==> config.mk <==
export PLATFORM = sky130hd
export DESIGN_NAME = sc_lifelevel_tracker_flat
export DESIGN_NICKNAME = d
export VERILOG_FILES = /design/src/rtl/sc_lifelevel_pkg.sv /design/src/rtl/sc_lifelevel_if.sv /design/src/rtl/sc_lifelevel_edgedet.sv /design/src/rtl/sc_lifelevel_tracker.sv /design/src/flat_wrapper.sv
export SDC_FILE = /design/constraint.sdc
export NUM_CORES = 1
export LEC_CHECK = 0
export CAP_MARGIN = 20
export CORE_MARGIN = 2
export CORE_UTILIZATION = 58
export CTS_CLUSTER_DIAMETER = 60
export DETAILED_ROUTE_END_ITERATION = 7
export PLACE_DENSITY = 0.84
export SYNTH_ARGS = -nofsm -noshare
export SYNTH_HDL_FRONTEND = slang
export SYNTH_SLANG_ARGS = --single-unit
==> constraint.sdc <==
create_clock -name SC_LIFELEVEL_CLOCK_50 -period 2.4 [get_ports SC_LIFELEVEL_CLOCK_50]
set_input_delay 0.24 -clock SC_LIFELEVEL_CLOCK_50 [delete_from_list [all_inputs] [get_ports SC_LIFELEVEL_CLOCK_50]]
set_output_delay 0.24 -clock SC_LIFELEVEL_CLOCK_50 [all_outputs]
set_load 0.01 [all_outputs]
==> src/rtl/sc_lifelevel_pkg.sv <==
// sc_lifelevel_pkg: shared state encoding, default parameters and command priority indices
// Contents:
//    state_t        - IDLE/PLAY/GUARD/OVER 2-bit encoding
//    DEF_*          - default parameter values for sc_lifelevel_tracker
//    CMD_*          - command vector bit positions, lowest index = highest priority
package sc_lifelevel_pkg;
   typedef enum logic [1:0] {
      IDLE  = 2'd0,
      PLAY  = 2'd1,
      GUARD = 2'd2,
      OVER  = 2'd3
   } state_t;
   localparam int DEF_LIVES_INIT   = 3;
   localparam int DEF_LIVES_WIDTH  = 2;
   localparam int DEF_LEVEL_MAX    = 4;
   localparam int DEF_LEVEL_WIDTH  = 3;
   localparam int DEF_GUARD_CYCLES = 25000000;
   localparam int DEF_GUARD_WIDTH  = 25;
   localparam int CMD_START = 0;
   localparam int CMD_CLEAR = 1;
   localparam int CMD_LOSE  = 2;
   localparam int CMD_NEXT  = 3;
   localparam int CMD_COUNT = 4;
endpackage

==> src/rtl/sc_lifelevel_if.sv <==
// sc_lifelevel_if: command/status bundle between the game FSM (master) and the tracker (slave)
// Signals:
//    *_InLow commands   - active-low command pulses and raw collision, driven by master
//    *_OutLow statuses  - active-low comparators polled by the FSM, driven by slave
//    Lives/Level buses  - counters for display; Guard_Out high during the guard window
interface sc_lifelevel_if #(
   parameter int LIVES_WIDTH = 2,
   parameter int LEVEL_WIDTH = 3
);
   logic                   SC_LIFELEVEL_StartGame_InLow;
   logic                   SC_LIFELEVEL_LifesSignal_InLow;
   logic                   SC_LIFELEVEL_NextLevel_InLow;
   logic                   SC_LIFELEVEL_ClearLost_InLow;
   logic                   SC_LIFELEVEL_Collision_InLow;
   logic                   SC_LIFELEVEL_MatrixComparator_OutLow;
   logic                   SC_LIFELEVEL_LifesCounterComparator_OutLow;
   logic                   SC_LIFELEVEL_LevelCounterComparator_OutLow;
   logic [LIVES_WIDTH-1:0] SC_LIFELEVEL_Lives_OutBUS;
   logic [LEVEL_WIDTH-1:0] SC_LIFELEVEL_Level_OutBUS;
   logic                   SC_LIFELEVEL_Guard_Out;
   modport master (
      output SC_LIFELEVEL_StartGame_InLow, SC_LIFELEVEL_LifesSignal_InLow,
             SC_LIFELEVEL_NextLevel_InLow, SC_LIFELEVEL_ClearLost_InLow,
             SC_LIFELEVEL_Collision_InLow,
      input  SC_LIFELEVEL_MatrixComparator_OutLow, SC_LIFELEVEL_LifesCounterComparator_OutLow,
             SC_LIFELEVEL_LevelCounterComparator_OutLow, SC_LIFELEVEL_Lives_OutBUS,
             SC_LIFELEVEL_Level_OutBUS, SC_LIFELEVEL_Guard_Out
   );
   modport slave (
      input  SC_LIFELEVEL_StartGame_InLow, SC_LIFELEVEL_LifesSignal_InLow,
             SC_LIFELEVEL_NextLevel_InLow, SC_LIFELEVEL_ClearLost_InLow,
             SC_LIFELEVEL_Collision_InLow,
      output SC_LIFELEVEL_MatrixComparator_OutLow, SC_LIFELEVEL_LifesCounterComparator_OutLow,
             SC_LIFELEVEL_LevelCounterComparator_OutLow, SC_LIFELEVEL_Lives_OutBUS,
             SC_LIFELEVEL_Level_OutBUS, SC_LIFELEVEL_Guard_Out
   );
endinterface

==> src/rtl/sc_lifelevel_edgedet.sv <==
// sc_lifelevel_edgedet: falling-edge detector for one active-low command input
// Ports:
//    SC_EDGEDET_CLOCK_50     - clock
//    SC_EDGEDET_RESET_InLow  - async active-low reset, history resets to 1
//    SC_EDGEDET_Signal_InLow - active-low command level
//    SC_EDGEDET_Fire_Out     - high in the cycle the input is low after being high
module sc_lifelevel_edgedet (
   input  logic SC_EDGEDET_CLOCK_50,
   input  logic SC_EDGEDET_RESET_InLow,
   input  logic SC_EDGEDET_Signal_InLow,
   output logic SC_EDGEDET_Fire_Out
);
   logic prevLevel;
   always_ff @(posedge SC_EDGEDET_CLOCK_50 or negedge SC_EDGEDET_RESET_InLow)
      if (!SC_EDGEDET_RESET_InLow) prevLevel <= 1'b1;
      else prevLevel <= SC_EDGEDET_Signal_InLow;
   // Combinational fire so the command acts on the same edge that first samples it low
   assign SC_EDGEDET_Fire_Out = prevLevel & ~SC_EDGEDET_Signal_InLow;
endmodule

==> src/rtl/sc_lifelevel_tracker.sv <==
// sc_lifelevel_tracker: lives/level counters, guard window and status comparators for the game FSM
// Ports:
//    SC_LIFELEVEL_CLOCK_50    - clock
//    SC_LIFELEVEL_RESET_InLow - async active-low reset
//    lifeBus                  - sc_lifelevel_if.slave command/status bundle
// Build option: SC_LIFELEVEL_BONUSLIFE_EN adds one life per level actually gained.
module sc_lifelevel_tracker
   import sc_lifelevel_pkg::*;
#(
   parameter int LIVES_INIT   = DEF_LIVES_INIT,
   parameter int LIVES_WIDTH  = DEF_LIVES_WIDTH,
   parameter int LEVEL_MAX    = DEF_LEVEL_MAX,
   parameter int LEVEL_WIDTH  = DEF_LEVEL_WIDTH,
   parameter int GUARD_CYCLES = DEF_GUARD_CYCLES,
   parameter int GUARD_WIDTH  = DEF_GUARD_WIDTH
) (
   input logic         SC_LIFELEVEL_CLOCK_50,
   input logic         SC_LIFELEVEL_RESET_InLow,
   sc_lifelevel_if.slave lifeBus
);
   localparam int LIVES_MAX = (1 << LIVES_WIDTH) - 1;
   localparam logic [LIVES_WIDTH-1:0] LIVES_LOAD = LIVES_WIDTH'((LIVES_INIT > LIVES_MAX) ? LIVES_MAX : LIVES_INIT);
   localparam logic [LIVES_WIDTH-1:0] LIVES_TOP = LIVES_WIDTH'(LIVES_MAX);
   localparam logic [LEVEL_WIDTH-1:0] LEVEL_TOP = LEVEL_WIDTH'(LEVEL_MAX);
   localparam logic [GUARD_WIDTH-1:0] GUARD_LOAD = GUARD_WIDTH'(GUARD_CYCLES - 1);
   state_t                 stateReg, stateNxt;
   logic [LIVES_WIDTH-1:0] livesReg, livesNxt, livesDec, livesAdj;
   logic [LEVEL_WIDTH-1:0] levelReg, levelNxt;
   logic [GUARD_WIDTH-1:0] timerReg, timerNxt;
   logic [CMD_COUNT-1:0]   cmdRaw, cmdFire;
   logic                   levelUp, gameActive;
   assign cmdRaw[CMD_START] = lifeBus.SC_LIFELEVEL_StartGame_InLow;
   assign cmdRaw[CMD_CLEAR] = lifeBus.SC_LIFELEVEL_ClearLost_InLow;
   assign cmdRaw[CMD_LOSE]  = lifeBus.SC_LIFELEVEL_LifesSignal_InLow;
   assign cmdRaw[CMD_NEXT]  = lifeBus.SC_LIFELEVEL_NextLevel_InLow;
   for (genvar i = 0; i < CMD_COUNT; i++) begin : gEdge
      sc_lifelevel_edgedet uEdge (
         .SC_EDGEDET_CLOCK_50    (SC_LIFELEVEL_CLOCK_50),
         .SC_EDGEDET_RESET_InLow (SC_LIFELEVEL_RESET_InLow),
         .SC_EDGEDET_Signal_InLow(cmdRaw[i]),
         .SC_EDGEDET_Fire_Out    (cmdFire[i])
      );
   end
   always_ff @(posedge SC_LIFELEVEL_CLOCK_50 or negedge SC_LIFELEVEL_RESET_InLow)
      if (!SC_LIFELEVEL_RESET_InLow) begin
         stateReg <= IDLE;
         livesReg <= '0;
         levelReg <= '0;
         timerReg <= '0;
      end else begin
         stateReg <= stateNxt;
         livesReg <= livesNxt;
         levelReg <= levelNxt;
         timerReg <= timerNxt;
      end
   assign gameActive = (stateReg == PLAY) || (stateReg == GUARD);
   assign livesDec = (livesReg == '0) ? '0 : livesReg - 1'b1;
   assign levelUp = cmdFire[CMD_NEXT] && (levelReg != LEVEL_TOP);
   always_comb begin
      stateNxt = stateReg;
      livesNxt = livesReg;
      levelNxt = levelReg;
      timerNxt = timerReg;
      livesAdj = livesReg;
      if (cmdFire[CMD_START]) begin
         stateNxt = PLAY;
         livesNxt = LIVES_LOAD;
         levelNxt = '0;
         timerNxt = '0;
      end else if (gameActive) begin
         if (cmdFire[CMD_CLEAR]) stateNxt = OVER;
         else begin
            // Lose-life only counts outside the guard window
            livesAdj = (stateReg == PLAY && cmdFire[CMD_LOSE]) ? livesDec : livesReg;
            levelNxt = levelUp ? levelReg + 1'b1 : levelReg;
`ifdef SC_LIFELEVEL_BONUSLIFE_EN
            livesNxt = (levelUp && livesAdj != LIVES_TOP) ? livesAdj + 1'b1 : livesAdj;
`else
            livesNxt = livesAdj;
`endif
            if (stateReg == PLAY) begin
               // Respawn guard only when a life remains after the loss
               if (cmdFire[CMD_LOSE] && livesDec != '0) begin
                  stateNxt = GUARD;
                  timerNxt = GUARD_LOAD;
               end
            end else begin
               stateNxt = (timerReg == '0) ? PLAY : GUARD;
               timerNxt = (timerReg == '0) ? '0 : timerReg - 1'b1;
            end
         end
      end
   end
   assign lifeBus.SC_LIFELEVEL_Guard_Out = (stateReg == GUARD);
   assign lifeBus.SC_LIFELEVEL_LifesCounterComparator_OutLow = ~(gameActive && livesReg == '0);
   assign lifeBus.SC_LIFELEVEL_LevelCounterComparator_OutLow = ~(gameActive && levelReg == LEVEL_TOP);
   assign lifeBus.SC_LIFELEVEL_MatrixComparator_OutLow = gameActive ? (lifeBus.SC_LIFELEVEL_Collision_InLow | (stateReg == GUARD)) : 1'b1;
   assign lifeBus.SC_LIFELEVEL_Lives_OutBUS = livesReg;
   assign lifeBus.SC_LIFELEVEL_Level_OutBUS = levelReg;
endmodule
==> src/flat_wrapper.sv <==
// flat-port wrapper written by rule: the top's interface ports become plain ports
module sc_lifelevel_tracker_flat import sc_lifelevel_pkg::*;
#(
   parameter int LIVES_INIT   = DEF_LIVES_INIT,
   parameter int LIVES_WIDTH  = DEF_LIVES_WIDTH,
   parameter int LEVEL_MAX    = DEF_LEVEL_MAX,
   parameter int LEVEL_WIDTH  = DEF_LEVEL_WIDTH,
   parameter int GUARD_CYCLES = DEF_GUARD_CYCLES,
   parameter int GUARD_WIDTH  = DEF_GUARD_WIDTH
)
  (SC_LIFELEVEL_CLOCK_50, SC_LIFELEVEL_RESET_InLow, lifeBus_SC_LIFELEVEL_StartGame_InLow, lifeBus_SC_LIFELEVEL_LifesSignal_InLow, lifeBus_SC_LIFELEVEL_NextLevel_InLow, lifeBus_SC_LIFELEVEL_ClearLost_InLow, lifeBus_SC_LIFELEVEL_Collision_InLow, lifeBus_SC_LIFELEVEL_MatrixComparator_OutLow, lifeBus_SC_LIFELEVEL_LifesCounterComparator_OutLow, lifeBus_SC_LIFELEVEL_LevelCounterComparator_OutLow, lifeBus_SC_LIFELEVEL_Lives_OutBUS, lifeBus_SC_LIFELEVEL_Level_OutBUS, lifeBus_SC_LIFELEVEL_Guard_Out);
  sc_lifelevel_if #(.LIVES_WIDTH(LIVES_WIDTH), .LEVEL_WIDTH(LEVEL_WIDTH)) lifeBus_i ();
  input logic SC_LIFELEVEL_CLOCK_50;
  input logic SC_LIFELEVEL_RESET_InLow;
  input wire logic [$bits(lifeBus_i.SC_LIFELEVEL_StartGame_InLow)-1:0] lifeBus_SC_LIFELEVEL_StartGame_InLow;
  input wire logic [$bits(lifeBus_i.SC_LIFELEVEL_LifesSignal_InLow)-1:0] lifeBus_SC_LIFELEVEL_LifesSignal_InLow;
  input wire logic [$bits(lifeBus_i.SC_LIFELEVEL_NextLevel_InLow)-1:0] lifeBus_SC_LIFELEVEL_NextLevel_InLow;
  input wire logic [$bits(lifeBus_i.SC_LIFELEVEL_ClearLost_InLow)-1:0] lifeBus_SC_LIFELEVEL_ClearLost_InLow;
  input wire logic [$bits(lifeBus_i.SC_LIFELEVEL_Collision_InLow)-1:0] lifeBus_SC_LIFELEVEL_Collision_InLow;
  output wire logic [$bits(lifeBus_i.SC_LIFELEVEL_MatrixComparator_OutLow)-1:0] lifeBus_SC_LIFELEVEL_MatrixComparator_OutLow;
  output wire logic [$bits(lifeBus_i.SC_LIFELEVEL_LifesCounterComparator_OutLow)-1:0] lifeBus_SC_LIFELEVEL_LifesCounterComparator_OutLow;
  output wire logic [$bits(lifeBus_i.SC_LIFELEVEL_LevelCounterComparator_OutLow)-1:0] lifeBus_SC_LIFELEVEL_LevelCounterComparator_OutLow;
  output wire logic [$bits(lifeBus_i.SC_LIFELEVEL_Lives_OutBUS)-1:0] lifeBus_SC_LIFELEVEL_Lives_OutBUS;
  output wire logic [$bits(lifeBus_i.SC_LIFELEVEL_Level_OutBUS)-1:0] lifeBus_SC_LIFELEVEL_Level_OutBUS;
  output wire logic [$bits(lifeBus_i.SC_LIFELEVEL_Guard_Out)-1:0] lifeBus_SC_LIFELEVEL_Guard_Out;
  assign lifeBus_i.SC_LIFELEVEL_StartGame_InLow = lifeBus_SC_LIFELEVEL_StartGame_InLow;
  assign lifeBus_i.SC_LIFELEVEL_LifesSignal_InLow = lifeBus_SC_LIFELEVEL_LifesSignal_InLow;
  assign lifeBus_i.SC_LIFELEVEL_NextLevel_InLow = lifeBus_SC_LIFELEVEL_NextLevel_InLow;
  assign lifeBus_i.SC_LIFELEVEL_ClearLost_InLow = lifeBus_SC_LIFELEVEL_ClearLost_InLow;
  assign lifeBus_i.SC_LIFELEVEL_Collision_InLow = lifeBus_SC_LIFELEVEL_Collision_InLow;
  assign lifeBus_SC_LIFELEVEL_MatrixComparator_OutLow = lifeBus_i.SC_LIFELEVEL_MatrixComparator_OutLow;
  assign lifeBus_SC_LIFELEVEL_LifesCounterComparator_OutLow = lifeBus_i.SC_LIFELEVEL_LifesCounterComparator_OutLow;
  assign lifeBus_SC_LIFELEVEL_LevelCounterComparator_OutLow = lifeBus_i.SC_LIFELEVEL_LevelCounterComparator_OutLow;
  assign lifeBus_SC_LIFELEVEL_Lives_OutBUS = lifeBus_i.SC_LIFELEVEL_Lives_OutBUS;
  assign lifeBus_SC_LIFELEVEL_Level_OutBUS = lifeBus_i.SC_LIFELEVEL_Level_OutBUS;
  assign lifeBus_SC_LIFELEVEL_Guard_Out = lifeBus_i.SC_LIFELEVEL_Guard_Out;
  sc_lifelevel_tracker #(.LIVES_INIT(LIVES_INIT), .LIVES_WIDTH(LIVES_WIDTH), .LEVEL_MAX(LEVEL_MAX), .LEVEL_WIDTH(LEVEL_WIDTH), .GUARD_CYCLES(GUARD_CYCLES), .GUARD_WIDTH(GUARD_WIDTH)) u_core (.SC_LIFELEVEL_CLOCK_50(SC_LIFELEVEL_CLOCK_50), .SC_LIFELEVEL_RESET_InLow(SC_LIFELEVEL_RESET_InLow), .lifeBus(lifeBus_i));
endmodule
# Word level (Yosys, flattened, before mapping)
# Index checks and enable logic that the tools add are counted.
# op_classes
addsub	3
reduce_logical	16
n_mux	22
n_bitwise	11
n_eq_ne	7
# ops
cell	n
2-to-1 mux 25 bit	6
zero test 25 bit	1
subtractor 25 x 1 -> 25 bit (second input constant)	1
2-to-1 mux 2 bit	11
2-to-1 mux 3 bit	4
AND reduction 3 bit	3
nonzero test 2 bit	4
inequality test 3 bit (second input constant)	2
NOT 1 bit	6
logical AND 1 bit	5
bitwise AND 1 bit	4
inequality test 4 bit (second input constant)	1
adder 3 x 1 -> 3 bit (second input constant)	1
equality test 3 bit (second input constant)	1
equality test 2 x 1 -> 1 bit (second input constant)	1
equality test 2 bit (second input constant)	1
zero test 2 bit	1
inequality test 2 x 1 -> 1 bit (second input constant)	1
AND reduction 2 bit	1
subtractor 2 x 1 -> 2 bit (second input constant)	1
logical OR 1 bit	1
2-to-1 mux 1 bit	1
bitwise OR 1 bit	1
# totals
output_inout_bits	9
wordCells	67
input_bits	7
ff_bits	36

# Depth between registers and ports, before layout
# depth
word_depth	9
mapped_depth	9
ltp_nobuf	7

# Hierarchy
# Synthesis repeated with hierarchy kept, for this count alone.
# hier_totals
cells_unflattened	218
hier_area_um2	2103.3
# modules_own_cells
module	instances	seq_area_each_um2	cells_per_inst	area_each_um2
sc_lifelevel_tracker	1	800.8	210	1943.1
sc_lifelevel_edgedet	4	26.3	2	40.0

# Worst setup path before layout
# No wires, ideal clock.
# synth_path
path_type	reg2reg
from	register u_core.timerReg[0]
to	register u_core.timerReg[20]
period_less_slack_ns	1.933
path_buffers	0
path_stages_with_launch	8
slack_ns	0.467
setup_time_ns	0.121
t_arrival_ns	1.812
cell_sequence	dfrtp_1 > inv_1 > ha_1 > nor4b_4 > nand4_2 > or3_1 > a21o_1 > a22o_1
# synth_between
elab_chain_len	6
word_cells_on_any_way	7
# synth_rtl
element	line	rtl
start, declared	sc_lifelevel_tracker.sv:29	logic [GUARD_WIDTH-1:0] timerReg, timerNxt;
start signal, assigned	sc_lifelevel_tracker.sv:54	timerReg <= timerNxt;
subtractor 25 x 1 -> 25 bit or zero test 25 bit (tied branches)	sc_lifelevel_tracker.sv:89	timerNxt = (timerReg == '0) ? '0 : timerReg - 1'b1;
2-to-1 mux 25 bit *	sc_lifelevel_tracker.sv:89	
2-to-1 mux 25 bit *	sc_lifelevel_tracker.sv:81	if (stateReg == PLAY) begin
2-to-1 mux 25 bit *	sc_lifelevel_tracker.sv:71	if (cmdFire[CMD_CLEAR]) stateNxt = OVER;
2-to-1 mux 25 bit *	sc_lifelevel_tracker.sv:70	end else if (gameActive) begin
2-to-1 mux 25 bit *	sc_lifelevel_tracker.sv:65	if (cmdFire[CMD_START]) begin
# Every way passes the cells marked *; elsewhere a longest branch is shown, timed or not. The select of a mux whose other input is x is not followed.
# A chain may end at the register's enable or synchronous reset.

# Worst setup path after layout
# layout_path
from	register u_core.stateReg[0]
to	output lifeBus_SC_LIFELEVEL_MatrixComparator_OutLow
# layout_between
elab_chain_len	3
word_cells_on_any_way	5
# layout_rtl
element	line	rtl
start, declared	sc_lifelevel_tracker.sv:26	state_t stateReg, stateNxt;
start signal, assigned	sc_lifelevel_tracker.sv:51	stateReg <= stateNxt;
equality test 2 bit or equality test 2 x 1 -> 1 bit (tied branches)	sc_lifelevel_tracker.sv:56, sc_lifelevel_tracker.sv:97	
bitwise OR 1 bit or logical OR 1 bit (tied branches)	sc_lifelevel_tracker.sv:97, sc_lifelevel_tracker.sv:56	
2-to-1 mux 1 bit *	sc_lifelevel_tracker.sv:97	assign lifeBus.SC_LIFELEVEL_MatrixComparator_OutLow = gameActive ? (lifeBus.SC_LIFELEVEL_Collision_InLow | (st ...
end, declared	flat_wrapper.sv:20	output wire logic [$bits(lifeBus_i.SC_LIFELEVEL_MatrixComparator_OutLow)-1:0] lifeBus_SC_LIFELEVEL_MatrixCompa ...
# Every way passes the cells marked *; elsewhere a longest branch is shown, timed or not.

==> results_dict.tcl <==
set metrics [dict create \
    vias 1803 \
    final.period_utilization 0.949 \
    crit_path_end_kind "output pin" \
    clock_path_buffers 2 \
    p_total_uw 3170 \
    seq_power_share 0.321 \
    crit_slowest_cell "clkdlybuf4s50_1" \
    fillers 256 \
    setup_violations 0 \
    path_max_fanout 11 \
    syn2layout_area_growth_pct 14.7 \
    p_int_uw 1740 \
    cp-start-kind "flop" \
    period_minus_slack_ns 2.28 \
    pin_count 16 \
    grt_max_degree 37 \
    postRouteWirelength_um 4640 \
    clk_pin_slew_ns 0.12 \
    synth_edf_count 0 \
    avgSynthCellArea_sq_um 9.63 \
    syn_inst 216 \
    p_per_area_nw_per_um2 1330 \
    skew_ns 0.0211 \
    p_leak_uw 0.000993 \
    insertion_delay_ns 0.35 \
    syn_nets 228 \
    critical_path_class "reg -> out" \
    final_common_cell "dfrtp_1" \
    power_frac_comb 0.545 \
    cts.htree.levels 2 \
    cts.sinks 36 \
    synth_warnings 0 \
    switchingPower_uw 1430 \
    nets 249 \
    ant_nets 0 \
    timing.fmax_mhz 439 \
    gp_congestion 0.892 \
    critPathMaxStageDelay_ns 0.49 \
    diodes 0 \
    finalHoldViolations 0 \
    grt_overflow 0 \
    ys.flop_type "dfrtp_1" \
    crit_path_cell_trace "inv_1 > ha_2 > or3_1 > clkdlybuf4s50_1" \
    dpl.hpwl_um 3280 \
    ys_seq_area_frac 0.436 \
    wl_per_cell_um 16.4 \
    final_cell_mix "dfrtp_1, o21ai_0, nor2_1" \
    cts_made_buffers 5 \
    crit_arrival_ns 2.04 \
    ys_ff_latch 36 \
    drt_iter0_drc 206 \
    grt_pass1_vias 1684 \
    ir_drop_uv 743 \
    die_y_um 63.9 \
    p_sw_frac 0.452 \
    die-width_um 63.9 \
    worst_slew_pin_slew_ns 0.639 \
    grt_pass1_wl_um 8020 \
    initial_core_util 0.614 \
    max-slew-margin-rel 0.573 \
    hold_path.class "in -> async" \
    multi_input_area_sq_um 1090 \
    first_pass_iters 5 \
    antenna_found_initial 0 \
    holdWs_ns 0.290 \
    die_area_sq_um 4080 \
    coreArea_sq_um 3390 \
    fin_tns_setup_ns 0 \
    crit_required_ns 2.16 \
    yosysUniqueCellTypes 51 \
    register_area_sq_um 906 \
    slew_viol_final 0 \
    root_buffer "clkbuf_4" \
    drcViolationCount 0 \
    clkPwrFrac 0.134 \
    groute.usage.overall 0.253 \
    netlist_area_sq_um 2080 \
    post-route-util 0.704 \
    drt-vias-per-instance 6.35 \
    maxCapViolations 0 \
    port_buffers 15 \
    rsz0062_at_grt "no" \
    cts_tree "yes" \
    row_count 21 \
    outcome "finished clean" \
    drive_above_1_share 0.139 \
    cts_setup_buffers 0 \
    async_reset_ff_frac 1.00 \
]
## layer usage
| metal | vias to the layer above | GRT usage | routed length (um) |
|---|---|---|---|
| li1 | 854 | - | - |
| met1 | 887 | 0.380 | 2190 |
| met2 | 53 | 0.370 | 2110 |
| met3 | 9 | 0.0370 | 274 |
| met4 | 0 | 0.0951 | 70 |
| met5 | - | 0 | 0 |
## synth_stat cells, types with 2 or more instances
cell / n / area share
o31ai_1: 2 / 0.0072
buf_2: 3 / 0.0072
a21o_1: 4 / 0.014
o2bb2ai_1: 4 / 0.017
xnor2_1: 6 / 0.025
xor2_1: 2 / 0.0084
o21ai_1: 2 / 0.0048
nor4_2: 3 / 0.018
nand4b_1: 2 / 0.0084
nor2_1: 18 / 0.032
nor2b_1: 2 / 0.0060
nand3b_1: 2 / 0.0072
inv_1: 10 / 0.018
o22ai_1: 2 / 0.0060
nand2_1: 10 / 0.018
dfrtp_1: 32 / 0.39
clkbuf_1: 5 / 0.0090
nor4_1: 6 / 0.018
o21ai_0: 19 / 0.046
nand4_1: 4 / 0.012
dfstp_2: 4 / 0.051
or3_1: 5 / 0.015
ha_1: 5 / 0.030
a2111oi_2: 2 / 0.014
nand2b_1: 4 / 0.012
a211oi_1: 3 / 0.011
a21oi_1: 11 / 0.026
a22o_1: 6 / 0.025
nor3_1: 7 / 0.017
a31oi_1: 8 / 0.024
and3_1: 2 / 0.0060
nand3_1: 2 / 0.0048
## timing repair
action	4_1_cts	5_1_grt
hold buffers	0	0
endpoints found under the hold margin	0	0
gates resized for setup	0	1
endpoints found under the setup margin	0	1
## cell type report
class | count | share of cell area
inverter | 10 | 0.0157
sequential | 36 | 0.380
multi-input combinational | 160 | 0.457
tap | 46 | 0.0241
clock inverter | 2 | 0.0147
timing repair buffer | 24 | 0.0913
clock buffer | 6 | 0.0173
## path summary, 6_finish.rpt
path | start | cells past startpoint | end | slack, ns
setup / recovery | u_core.stateReg[0]$_DFFE_PN0P_ | 4 | lifeBus_SC_LIFELEVEL_MatrixComparator_OutLow | 0.12
hold / removal | SC_LIFELEVEL_RESET_InLow | 2 | u_core.stateReg[1]$_DFFE_PN0P_ | 0.29
setup reg to reg | u_core.timerReg[0]$_DFFE_PN0P_ | 8 | u_core.timerReg[20]$_DFFE_PN0P_ | 0.19
hold reg to reg | u_core.timerReg[13]$_DFFE_PN0P_ | 1 | u_core.timerReg[13]$_DFFE_PN0P_ | 0.52
max in group asynchronous | SC_LIFELEVEL_RESET_InLow | 2 | u_core.gEdge[3].uEdge.prevLevel$_DFF_PN1_ | 1.74
min in group SC_LIFELEVEL_CLOCK_50 | lifeBus_SC_LIFELEVEL_ClearLost_InLow | 1 | u_core.gEdge[1].uEdge.prevLevel$_DFF_PN1_ | 0.32
## critical path, delay by kind of cell, from the launching register on
family,cells,cell delay [ns]
buf+inv,2,0.56
flops,1,0.42
simple gates,1,0.38
fa+ha+maj,1,0.33
## metrics by stage
step / worst slack, ns / area (sq um) / std cells
floorplan: 0.467 / 2080 / 216
global placement: 0.247 / 2310 / 276
detailed placement: 0.221 / 2310 / 276
CTS: 0.0322 / 2380 / 284
global route: 0.0384 / 2380 / 284
finish: 0.122 / 2380 / 284
## flip-flops by register name, summed over array words and instances (netlist names)
name / count
u_core.gEdge.uEdge.prevLevel: 4
u_core.lifeBus.SC_LIFELEVEL_Level_OutBUS: 3
u_core.lifeBus.SC_LIFELEVEL_Lives_OutBUS: 2
u_core.stateReg: 2
u_core.timerReg: 25
## power by group through the flow
stage	Combinational, uW	Sequential (uW)	Clock [uW]
6_report	1730	1020	425
4_1_cts	1700	1020	430
5_1_grt	1930	1050	454
2_1_floorplan	1270	989	0
3_5_place_dp	1690	1030	0
3_3_place_gp	1660	1020	0
## cells by family after synthesis
group	Yosys count	synth area share
compound gates	70	0.232
xor+xnor	8	0.0337
fa+ha+maj	5	0.0301
buf+inv	20	0.0415
flops	36	0.436
mux	1	0.00481
simple gates	76	0.223
No activity file was read; power rests on OpenSTA's default activity.
